$ cat src/rtl/fdiv_arbiter.sv
`default_nettype none
// +----------------------------------------------------------------------+
// | fdiv_arbiter                                                         |
// | Round-robin sharing of one fdiv unit among NREQ order/accepted/done  |
// | requesters; one division outstanding, operands latched at grant.     |
// | Revision: 1.0                                                        |
// +----------------------------------------------------------------------+
module fdiv_arbiter #(
  parameter int NREQ = 3,
  parameter int IDW  = 2
) (
  input  logic               clk,
  input  logic               rstn,
  input  logic [NREQ-1:0]    req_order,
  output logic [NREQ-1:0]    req_accepted,
  output logic [NREQ-1:0]    req_done,
  input  logic [NREQ*32-1:0] req_rs1,
  input  logic [NREQ*32-1:0] req_rs2,
  output logic [31:0]        rd,
  output logic               fu_order,
  input  logic               fu_accepted,
  input  logic               fu_done,
  output logic [31:0]        fu_rs1,
  output logic [31:0]        fu_rs2,
  input  logic [31:0]        fu_rd,
  output logic               busy,
  output logic [IDW-1:0]     owner
);

  typedef enum logic [1:0] {
    S_IDLE  = 2'd0,
    S_ISSUE = 2'd1,
    S_WAIT  = 2'd2
  } state_t;

  localparam logic [IDW-1:0] c_last = IDW'(NREQ - 1);
  localparam logic [IDW:0]   c_nreq = (IDW + 1)'(NREQ);

  state_t         r_state;
  logic [IDW-1:0] r_ptr;
  logic [IDW-1:0] r_owner;
  logic [31:0]    r_rs1;
  logic [31:0]    r_rs2;
  logic           r_fu_order;
  logic           r_busy;

  logic [2*NREQ-1:0] w_dbl;
  logic [NREQ-1:0]   w_rot;
  logic [IDW-1:0]    w_off;
  logic [IDW:0]      w_sum;
  logic [IDW-1:0]    w_win;
  logic              w_grant;
  logic              w_fin;
  logic [31:0]       w_sel1;
  logic [31:0]       w_sel2;

  // Rotating the doubled order vector by ptr puts the round-robin start at bit 0.
  assign w_dbl = {req_order, req_order};
  assign w_rot = NREQ'(w_dbl >> r_ptr);

  always_comb begin
    w_off = '0;
    for (int i = NREQ - 1; i >= 0; i--) begin
      if (w_rot[i]) w_off = IDW'(i);
    end
  end

  assign w_sum = {1'b0, r_ptr} + {1'b0, w_off};
  assign w_win = (w_sum >= c_nreq) ? IDW'(w_sum - c_nreq) : IDW'(w_sum);

  always_comb begin
    w_sel1 = '0;
    w_sel2 = '0;
    for (int k = 0; k < NREQ; k++) begin
      if (w_win == IDW'(k)) begin
        w_sel1 = req_rs1[k*32 +: 32];
        w_sel2 = req_rs2[k*32 +: 32];
      end
    end
  end

  assign w_grant = (r_state == S_IDLE) && (|req_order);
  assign w_fin   = (r_state == S_WAIT) && fu_done;

  for (genvar g = 0; g < NREQ; g++) begin : g_req
    assign req_accepted[g] = w_grant && (w_win == IDW'(g));
    assign req_done[g]     = w_fin && (r_owner == IDW'(g));
  end

  always_ff @(posedge clk or negedge rstn) begin
    if (!rstn) begin
      r_state    <= S_IDLE;
      r_ptr      <= '0;
      r_owner    <= '0;
      r_rs1      <= '0;
      r_rs2      <= '0;
      r_fu_order <= 1'b0;
      r_busy     <= 1'b0;
    end else begin
      case (r_state)
        S_IDLE: begin
          if (w_grant) begin
            r_rs1      <= w_sel1;
            r_rs2      <= w_sel2;
            r_owner    <= w_win;
            r_fu_order <= 1'b1;
            r_busy     <= 1'b1;
            r_state    <= S_ISSUE;
          end
        end
        S_ISSUE: begin
          if (fu_accepted) begin
            r_fu_order <= 1'b0;
            r_state    <= S_WAIT;
          end
        end
        S_WAIT: begin
          if (fu_done) begin
            r_ptr   <= (r_owner == c_last) ? '0 : r_owner + 1'b1;
            r_busy  <= 1'b0;
            r_state <= S_IDLE;
          end
        end
        default: begin
          r_fu_order <= 1'b0;
          r_busy     <= 1'b0;
          r_state    <= S_IDLE;
        end
      endcase
    end
  end

  assign rd       = fu_rd;
  assign fu_order = r_fu_order;
  assign fu_rs1   = r_rs1;
  assign fu_rs2   = r_rs2;
  assign busy     = r_busy;
  assign owner    = r_owner;

endmodule
`default_nettype wire

$ cat config.mk
export PLATFORM = sky130hd
export DESIGN_NAME = fdiv_arbiter
export DESIGN_NICKNAME = d
export VERILOG_FILES = /design/src/rtl/fdiv_arbiter.sv
export SDC_FILE = /design/constraint.sdc
export NUM_CORES = 1
export LEC_CHECK = 0
export ABC_AREA = 1
export CORE_AREA = 2 2 131 133
export CTS_BUF_LIST = sky130_fd_sc_hd__clkbuf_16
export CTS_CLUSTER_DIAMETER = 150
export DETAILED_ROUTE_END_ITERATION = 10
export DIE_AREA = 0 0 133 135
export DONT_BUFFER_PORTS = 1
export PLACE_DENSITY_LB_ADDON = 0.12
export SLEW_MARGIN = 5
export SYNTH_ARGS = -nofsm -noshare
export SYNTH_HDL_FRONTEND = slang
export SYNTH_SLANG_ARGS = --single-unit
$ cat constraint.sdc
create_clock -name clk -period 5.85 [get_ports clk]
set_input_delay 1.17 -clock clk [delete_from_list [all_inputs] [get_ports clk]]
set_output_delay 1.17 -clock clk [all_outputs]
set_load 0.005 [all_outputs]
==> results of run 1 <==
[cells by family (layout without fill, tap and decap cells)]
family	Yosys count	in the layout
AND/OR/NAND/NOR	558	558
buffers and inverters	227	171
flip-flops	72	72
AO/OA/AOI/OAI	14	14
adder cells (fa/ha/maj)	3	3
[per-stage QoR]
step,util,instance area [µm²],hold slack [ps],cells,setup slack (ps)
6_report,0.3300,5414,504.8,1038,945.5
3_5_place_dp,0.3110,5102,496.6,1022,965.9
3_3_place_gp,0.3110,5102,497.6,1022,1068
4_1_cts,0.3300,5414,503.7,1038,932.1
2_1_floorplan,-,5253,464.2,874,1325
5_1_grt,0.3300,5414,498.6,1038,699.7
[tightest hold or removal path, stage by stage (launching register included)]
cell	delay (ps)
dfrtp_1	360
nand2_1	60
nand2_1	50
[worst paths after layout]
kind,start,to,slack [ps],cells past startpoint
setup / recovery,req_order[1],req_accepted[0],950,14
hold / removal,fu_rs2[10],fu_rs2[10],500,2
setup reg to reg,r_ptr[0],fu_rs1[21],1760,16
max in group asynchronous,rstn,fu_rs2[9],5190,0
min in group asynchronous,rstn,fu_rs1[8],520,0
hold reg to reg,fu_rs2[10],fu_rs2[10],500,2
[cell type report]
class                      instances  area (µm²)
multi-input combinational        575        2417
clock inverter                     7       86.33
fill                            1856       10990
timing repair buffer               7       52.55
sequential                        72        1802
inverter                         148       555.5
tap                              220       275.3
clock buffer                       9       225.2
[registers in the layout, summed over array words and instances, names as in the netlist]
register and count:
busy 1, fu_order 1, fu_rs1 32, fu_rs2 32
owner 2, r_ptr 2, r_state 2
[synthesized netlist by cell type, drive strengths merged]
cell | count | area [µm²]
or2 | 1 | 6.260
o211ai | 1 | 7.510
nand4 | 1 | 6.260
nand2 | 405 | 1528
o21ai | 12 | 60.05
nor2 | 11 | 41.29
nand3 | 140 | 705.7
fa | 1 | 20.02
buf | 71 | 457.9
ha | 2 | 25.02
clkbuf | 8 | 30.03
dfrtp | 72 | 1802
a22oi | 1 | 7.510
inv | 148 | 555.5
[layout by cell type (no fill, tap or decap), drive strengths merged]
| cell type | count |
|---|---|
| fa | 1 |
| clkinvlp | 1 |
| o21ai | 12 |
| o211ai | 1 |
| nor2 | 11 |
| inv | 148 |
| nand2 | 405 |
| dfrtp | 72 |
| clkinv | 4 |
| a22oi | 1 |
| nand4 | 1 |
| bufinv | 2 |
| buf | 7 |
| or2 | 1 |
| clkbuf | 9 |
| nand3 | 140 |
| ha | 2 |
[metal layers]
metal | GRT usage | up-vias | wire length (µm)
met5 | 0 | - | 0
met4 | 0.06511 | 0 | 363
met3 | 0.06719 | 24 | 1379
met2 | 0.3158 | 196 | 8103
met1 | 0.2022 | 2290 | 6426
li1 | - | 2446 | -
==> impl_metrics.env, run 1 <==
export IMPL_status="completed"
export IMPL_cp_max_fo=38
export IMPL_synth_distinct_cells=21
export IMPL_crit_buf_inv=4
export IMPL_syn_inst=874
export IMPL_ys_seq_elements=72
export IMPL_drtIter0Drc=231
export IMPL_synth_adder_area_share=0.008576
export IMPL_cts_resized=0
export IMPL_cpMostUsedCell="inv_1"
export IMPL_cp_arrival_ps=3730
export IMPL_critPathRequiredTime_ps=4680
export IMPL_via_count=4956
export IMPL_ios=337
export IMPL_worstSetupPathType="in2out"
export IMPL_synth_xor_area_frac=0
export IMPL_fin_nets=1047
export IMPL_postCtsSetupBuffers=0
export IMPL_avgSynthCellArea_um2=6.010
export IMPL_die_x_um=133
export IMPL_ant_nets=0
export IMPL_setup_violations_final=0
export IMPL_die_y_um=135
export IMPL_worstSetupEndpointType="output pin"
export IMPL_routed_wirelength_mm=16.27
export IMPL_crit_slowest_cell="fa_1"
export IMPL_drt_first_pass_iters=7
export IMPL_drive_gt1_frac=0.03667
export IMPL_synth_simple_area_share=0.4354
export IMPL_crit_path_start_kind="input pin"
export IMPL_syn_area_mm2=0.005253
export IMPL_grt_pass1_vias=4890
export IMPL_gp_congestion=0.8612
export IMPL_fin_crit_sh=0.8384
export IMPL_crit_path_cell_trace="inv_1 -> o21ai_0 -> nand2_1 -> a22oi_1 -> ha_1 -> inv_1 -> fa_1 -> inv_1 -> ha_1 -> inv_1 -> nand3_1 -> nand2_4 -> nand2_1 -> nor2_1"
export IMPL_portBuffers=0
export IMPL_crit_family="adder cells"
export IMPL_grt_total_usage=0.1807
export IMPL_yosysWarningCount=0
export IMPL_hold_buffers=0
export IMPL_drv_cap=0
export IMPL_root_buffer="clkbuf_16"
export IMPL_hpwl_mm=11.35
export IMPL_areaGrowthSynthToFinish_pct=3.073
export IMPL_final_hold_violation_count=0
export IMPL_tns_ps=0
export IMPL_yosysSeqAreaShare=0.3430
export IMPL_synth_top_family_by_area="simple AND/OR/NAND/NOR gates"
export IMPL_worstMarginPinSlew_ps=953.6
export IMPL_fp_coreArea_mm2=0.01641
export IMPL_maxSlewHeadroom=0.3636
export IMPL_hold_path_class="reg2reg"
export IMPL_via_per_inst=4.775
export IMPL_max_stage_delay_ps=530
export IMPL_worstSkewPairLatency_ps=340
export IMPL_grt_pass1_wl_mm=25.53
export IMPL_cts_buffer_depth=2
export IMPL_syn_nets=1108
export IMPL_drc=0
export IMPL_htreeDepth=3
export IMPL_clkTransAtPathRegs_ps=60
export IMPL_start_util=0.3201
export IMPL_drv_slew=0
export IMPL_diodes=0
export IMPL_num_rows=47
export IMPL_grt_max_degree=73
export IMPL_skew_ps=4.853
export IMPL_synthMuxAreaShare=0
export IMPL_max_freq_ghz=0.2039
export IMPL_synth_compound_area_share=0.01429
export IMPL_die_area_mm2=0.01796
export IMPL_cts_tree="done"
export IMPL_period_minus_slack_ps=4905
export IMPL_numCtsBuffers=9
export IMPL_antenna_found_initial=0
export IMPL_overflow=0
export IMPL_post_drt_wl_per_cell_um=15.68
export IMPL_rsz0062_at_grt="no"
export IMPL_cts_sinks=72
Power of run 1 is not shown: default switching activity piles up to over one toggle a cycle in this logic, so the estimate is an artifact.
==> inputs of run 2 (changes only) <==
clock period = 4.7 ns   (was 5.85 ns; I/O delays follow)
==> run 2 against run 1 <==
Register-to-register slack worse by 580 ps. Hold slack worse by 200 ps. Final cell count is 0.19% higher. Sequential share of layout area is 0.11 points higher. Global-route usage hardly changed. Highest routed layer unchanged. Critical path depth stayed put. Non-clock buffer count is 2 higher. First-iteration DRC count is 9.1% lower. Die area stayed put. Clock skew hardly changed. Utilization is 0.11 points lower. Wire length is 0.28% lower.
==> impl_metrics.env, run 2 (synthesis results as in run 1) <==
export IMPL_portBuffers=0
export IMPL_die_y_um=135
export IMPL_drtIter0Drc=210
export IMPL_num_fill_cells=1845
export IMPL_hold_path_class="in2async"
export IMPL_cts_resized=0
export IMPL_final_hold_violation_count=0
export IMPL_die_x_um=133
export IMPL_areaGrowthSynthToFinish_pct=2.739
export IMPL_via_per_inst=4.794
export IMPL_worstSkewPairLatency_ps=330
export IMPL_numCtsBuffers=9
export IMPL_fp_coreArea_mm2=0.01641
export IMPL_fin_crit_sh=0.8863
export IMPL_crit_family="adder cells"
export IMPL_dp_cells=1024
export IMPL_cts_buffer_depth=2
export IMPL_cts_sinks=72
export IMPL_worstMarginPinSlew_ps=922.0
export IMPL_crit_end="req_accepted[2]"
export IMPL_cp_arrival_ps=3230
export IMPL_crit_path_cell_trace="inv_1 -> o21ai_0 -> nand2_1 -> a22oi_1 -> ha_1 -> inv_1 -> fa_1 -> inv_1 -> ha_1 -> nor2_1 -> nand3_1 -> nand2_2 -> nand2_2 -> nor2_1"
export IMPL_ios=337
export IMPL_max_freq_ghz=0.2401
export IMPL_tns_ps=0
export IMPL_cp_startpoint="req_order[1]"
export IMPL_fin_nets=1049
export IMPL_cp_max_fo=9
export IMPL_reg2reg_to="fu_rs1[31]"
export IMPL_die_area_mm2=0.01796
export IMPL_final_cells=1040
export IMPL_critPathRequiredTime_ps=3760
export IMPL_post_drt_wl_per_cell_um=15.60
export IMPL_crit_slowest_cell="fa_1"
export IMPL_skew_ps=5.333
export IMPL_cts_tree="done"
export IMPL_finalCoreUtilization=0.3289
export IMPL_drt_first_pass_iters=5
export IMPL_grt_pass1_wl_mm=25.73
export IMPL_crit_buf_inv=3
export IMPL_rr_startpoint="r_ptr[0]"
export IMPL_hold_buffers=0
export IMPL_via_count=4986
export IMPL_drv_cap=0
export IMPL_cpMostUsedCell="inv_1"
export IMPL_gp_congestion=0.8277
export IMPL_final_common_cell="nand2_1"
export IMPL_grt_pass1_vias=5031
export IMPL_r2r_setup_slack_ps=1180
export IMPL_crit_path_start_kind="input pin"
export IMPL_worstSetupEndpointType="output pin"
export IMPL_grt_total_usage=0.1811
export IMPL_clkTransAtPathRegs_ps=50
export IMPL_ant_nets=0
export IMPL_drc=0
export IMPL_status="completed"
export IMPL_routed_wirelength_mm=16.23
export IMPL_hpwl_mm=11.76
export IMPL_drive_gt1_frac=0.03415
export IMPL_maxSlewHeadroom=0.3846
export IMPL_antenna_found_initial=0
export IMPL_post_place_ws_ps=542.4
export IMPL_diodes=0
export IMPL_cp_depth=14
export IMPL_postCtsSetupBuffers=0
export IMPL_num_rows=47
export IMPL_period_minus_slack_ps=4166
export IMPL_worstSetupPathType="in2out"
export IMPL_root_buffer="clkbuf_16"
export IMPL_rsz0062_at_grt="no"
export IMPL_fin_ws_ps=534.3
export IMPL_htreeDepth=3
export IMPL_max_stage_delay_ps=530
export IMPL_grt_max_degree=73
export IMPL_start_util=0.3201
export IMPL_layout_common_cells="nand2_1 (400), inv_1 (148), nand3_1 (139)"
export IMPL_overflow=0
export IMPL_setup_violations_final=0
export IMPL_rr_worst_depth=17
export IMPL_drv_slew=0
## run 2: changes by cell type in the layout (fill, tap and decap cells not counted), sizes merged
cell      change
inv           +1
clkinv        +1
bufinv        -1
clkinvlp      -1
buf           +2
## run 2: layout make-up
class,count,area [µm²],share of cell area
well taps,220,275.3,0.05101
multi-input cells,575,2417,0.4479
clock buffers,9,225.2,0.04173
flip-flops and latches,72,1802,0.3339
repair buffers,9,67.56,0.01252
inverters,148,555.5,0.1029
clock inverters,7,53.80,0.009970
## run 2: worst register-to-register path, delay by kind of cell, from the launching register on
family / cells / cell delay [ps]
adder cells (fa/ha/maj): 3 / 860
AND/OR/NAND/NOR: 8 / 830
buffers and inverters: 4 / 820
AO/OA/AOI/OAI: 2 / 490
flip-flops: 1 / 440
## run 2: routing by layer
| metal | track usage | up-vias | part of all wire |
|---|---|---|---|
| met4 | 0.08124 | 0 | 0.027 |
| li1 | - | 2447 | - |
| met1 | 0.2051 | 2288 | 0.41 |
| met3 | 0.05518 | 32 | 0.080 |
| met2 | 0.3149 | 219 | 0.48 |
| met5 | 0 | - | 0 |
## run 2: per-stage QoR
step           hold slack [ps]  cell area, µm²
2_1_floorplan            464.2            5253
3_3_place_gp             497.7            5117
3_5_place_dp             499.2            5117
4_1_cts                  281.7            5396
5_1_grt                  277.6            5396
6_report                 302.9            5396
## run 2: worst min-delay path by stage
stage	slack, ps	to
after floorplan	460	fu_order
after global placement	500	fu_rs1[4]
after detailed placement	500	fu_rs1[10]
after CTS	280	fu_rs1[8]
after global routing	280	fu_rs1[10]
final	300	fu_rs1[10]
Power of run 2 is left out for the same reason.
==> inputs of run 3 (changes only) <==
CORE_AREA = 4 4 129 131   (was 2 2 131 133)
GPL_TIMING_DRIVEN = 0   (was unset)
==> run 3 against run 2 <==
Hold slack got worse by 14 ps. Critical path depth unchanged. Utilization increased by 4.5 points. Register-to-register slack improved by 60 ps. Critical path type unchanged. Critical endpoint unchanged.
==> impl_metrics.env, run 3 (synthesis results as in run 1) <==
export IMPL_status="completed"
export IMPL_worstSetupPathType="in2out"
export IMPL_num_rows=46
export IMPL_tns_ps=0
export IMPL_drtIter0Drc=213
export IMPL_worstSkewPairLatency_ps=340
export IMPL_routed_wirelength_mm=18.64
export IMPL_via_count=5060
export IMPL_max_freq_ghz=0.2250
export IMPL_portBuffers=0
export IMPL_finalCoreUtilization=0.3743
export IMPL_die_y_um=135
export IMPL_skew_ps=7.221
export IMPL_postCtsSetupBuffers=0
export IMPL_critPathRequiredTime_ps=3760
export IMPL_grt_total_usage=0.2013
export IMPL_die_x_um=133
export IMPL_cp_arrival_ps=3500
export IMPL_antenna_found_initial=1
export IMPL_top_layer="met5"
export IMPL_ios=337
export IMPL_diodes=0
export IMPL_wl_met2_mm=8.980
export IMPL_crit_path_start_kind="input pin"
export IMPL_numCtsBuffers=9
export IMPL_gp_congestion=0.8044
export IMPL_grt_max_degree=73
export IMPL_drive_gt1_frac=0.09899
export IMPL_htreeDepth=3
export IMPL_rsz0062_at_grt="no"
export IMPL_via_per_inst=4.579
export IMPL_final_common_cell="nand2_1"
export IMPL_drv_slew=0
export IMPL_cts_sinks=72
export IMPL_clkTransAtPathRegs_ps=60
export IMPL_hpwl_mm=14.57
export IMPL_drv_cap=0
export IMPL_ant_nets=0
export IMPL_worstMarginPinSlew_ps=618.9
export IMPL_fp_coreArea_mm2=0.01560
export IMPL_overflow=0
export IMPL_start_util=0.3368
export IMPL_drt_first_pass_iters=6
export IMPL_drc=0
export IMPL_fin_nets=1118
export IMPL_grt_pass1_vias=4985
export IMPL_maxSlewHeadroom=0.5874
export IMPL_setup_violations_final=0
export IMPL_cts_tree="done"
export IMPL_cp_max_fo=10
export IMPL_fin_crit_sh=0.9456
export IMPL_worstSetupEndpointType="output pin"
export IMPL_die_area_mm2=0.01796
export IMPL_grt_pass1_wl_mm=28.06
export IMPL_period_minus_slack_ps=4444
export IMPL_areaGrowthSynthToFinish_pct=11.15
export IMPL_hold_path_class="in2async"
export IMPL_met3_length_mm=1.733
export IMPL_wl_met1_mm=7.575
export IMPL_final_hold_violation_count=0
export IMPL_root_buffer="clkbuf_16"
export IMPL_layout_common_cells="nand2_1 (402), inv_1 (148), nand3_1 (139)"
export IMPL_post_drt_wl_per_cell_um=16.87
export IMPL_cts_buffer_depth=2
run 3: changes by cell type in the layout (fill, tap and decap cells not counted), sizes merged:
cell | previous run | this run
clkinv | 5 | 2
bufinv | 1 | 2
clkinvlp | 0 | 2
buf | 9 | 69
clkbuf | 9 | 18
run 3: repair_timing:
item,4_1_cts,5_1_grt
resized for setup,0,3
hold buffers,0,0
setup endpoints to repair,0,2
run 3: path summary, 6_finish.rpt:
check                              from  slack (ps)         endpoint  cells past startpoint
setup reg to reg               r_ptr[0]        1240       fu_rs2[18]                     16
min in group clk             fu_rs2[11]         510       fu_rs2[11]                      2
max in group asynchronous          rstn        4280       fu_rs2[10]                      0
setup / recovery           req_order[0]         260  req_accepted[2]                     14
hold / removal                     rstn         290       fu_rs1[10]                      0
hold reg to reg              fu_rs2[11]         510       fu_rs2[11]                      2
run 3: area by class of cell:
cell class / count / area (µm²)
Clock buffer: 9 / 225.2
Sequential cell: 72 / 1802
Clock inverter: 7 / 87.58
Fill cell: 1774 / 9759
Buffer: 78 / 485.5
Inverter: 148 / 555.5
Tap cell: 216 / 270.3
Multi-Input combinational cell: 575 / 2412
run 3: worst max-delay path: stages:
cell and delay [ps]:
o21ai_0 260, nand2_1 90, a22oi_1 180, ha_1 170
inv_1 40, fa_1 530, inv_1 90, ha_1 210
nor2_1 140, nand3_1 100, nand2_2 240, nand2_4 140
buf_4 210, nor2_1 160
run 3: metal layers:
layer  vias to the layer above  GRT usage
met1                      2243     0.2360
met5                         -          0
li1                       2596          -
met2                       195     0.3459
met4                         2    0.05889
met3                        24    0.07377
run 3: per-stage QoR:
stage | hold WS [ps] | std cells | cell area, µm² | setup WS, ps
2_1_floorplan | 464.2 | 874 | 5253 | 634.9
3_3_place_gp | 498.3 | 1090 | 5523 | 42.45
3_5_place_dp | 501.9 | 1090 | 5523 | 34.08
4_1_cts | 275.8 | 1106 | 5836 | 16.00
5_1_grt | 272.8 | 1105 | 5838 | 3.917
6_report | 288.6 | 1105 | 5838 | 255.9
Power of run 3 is left out for the same reason.
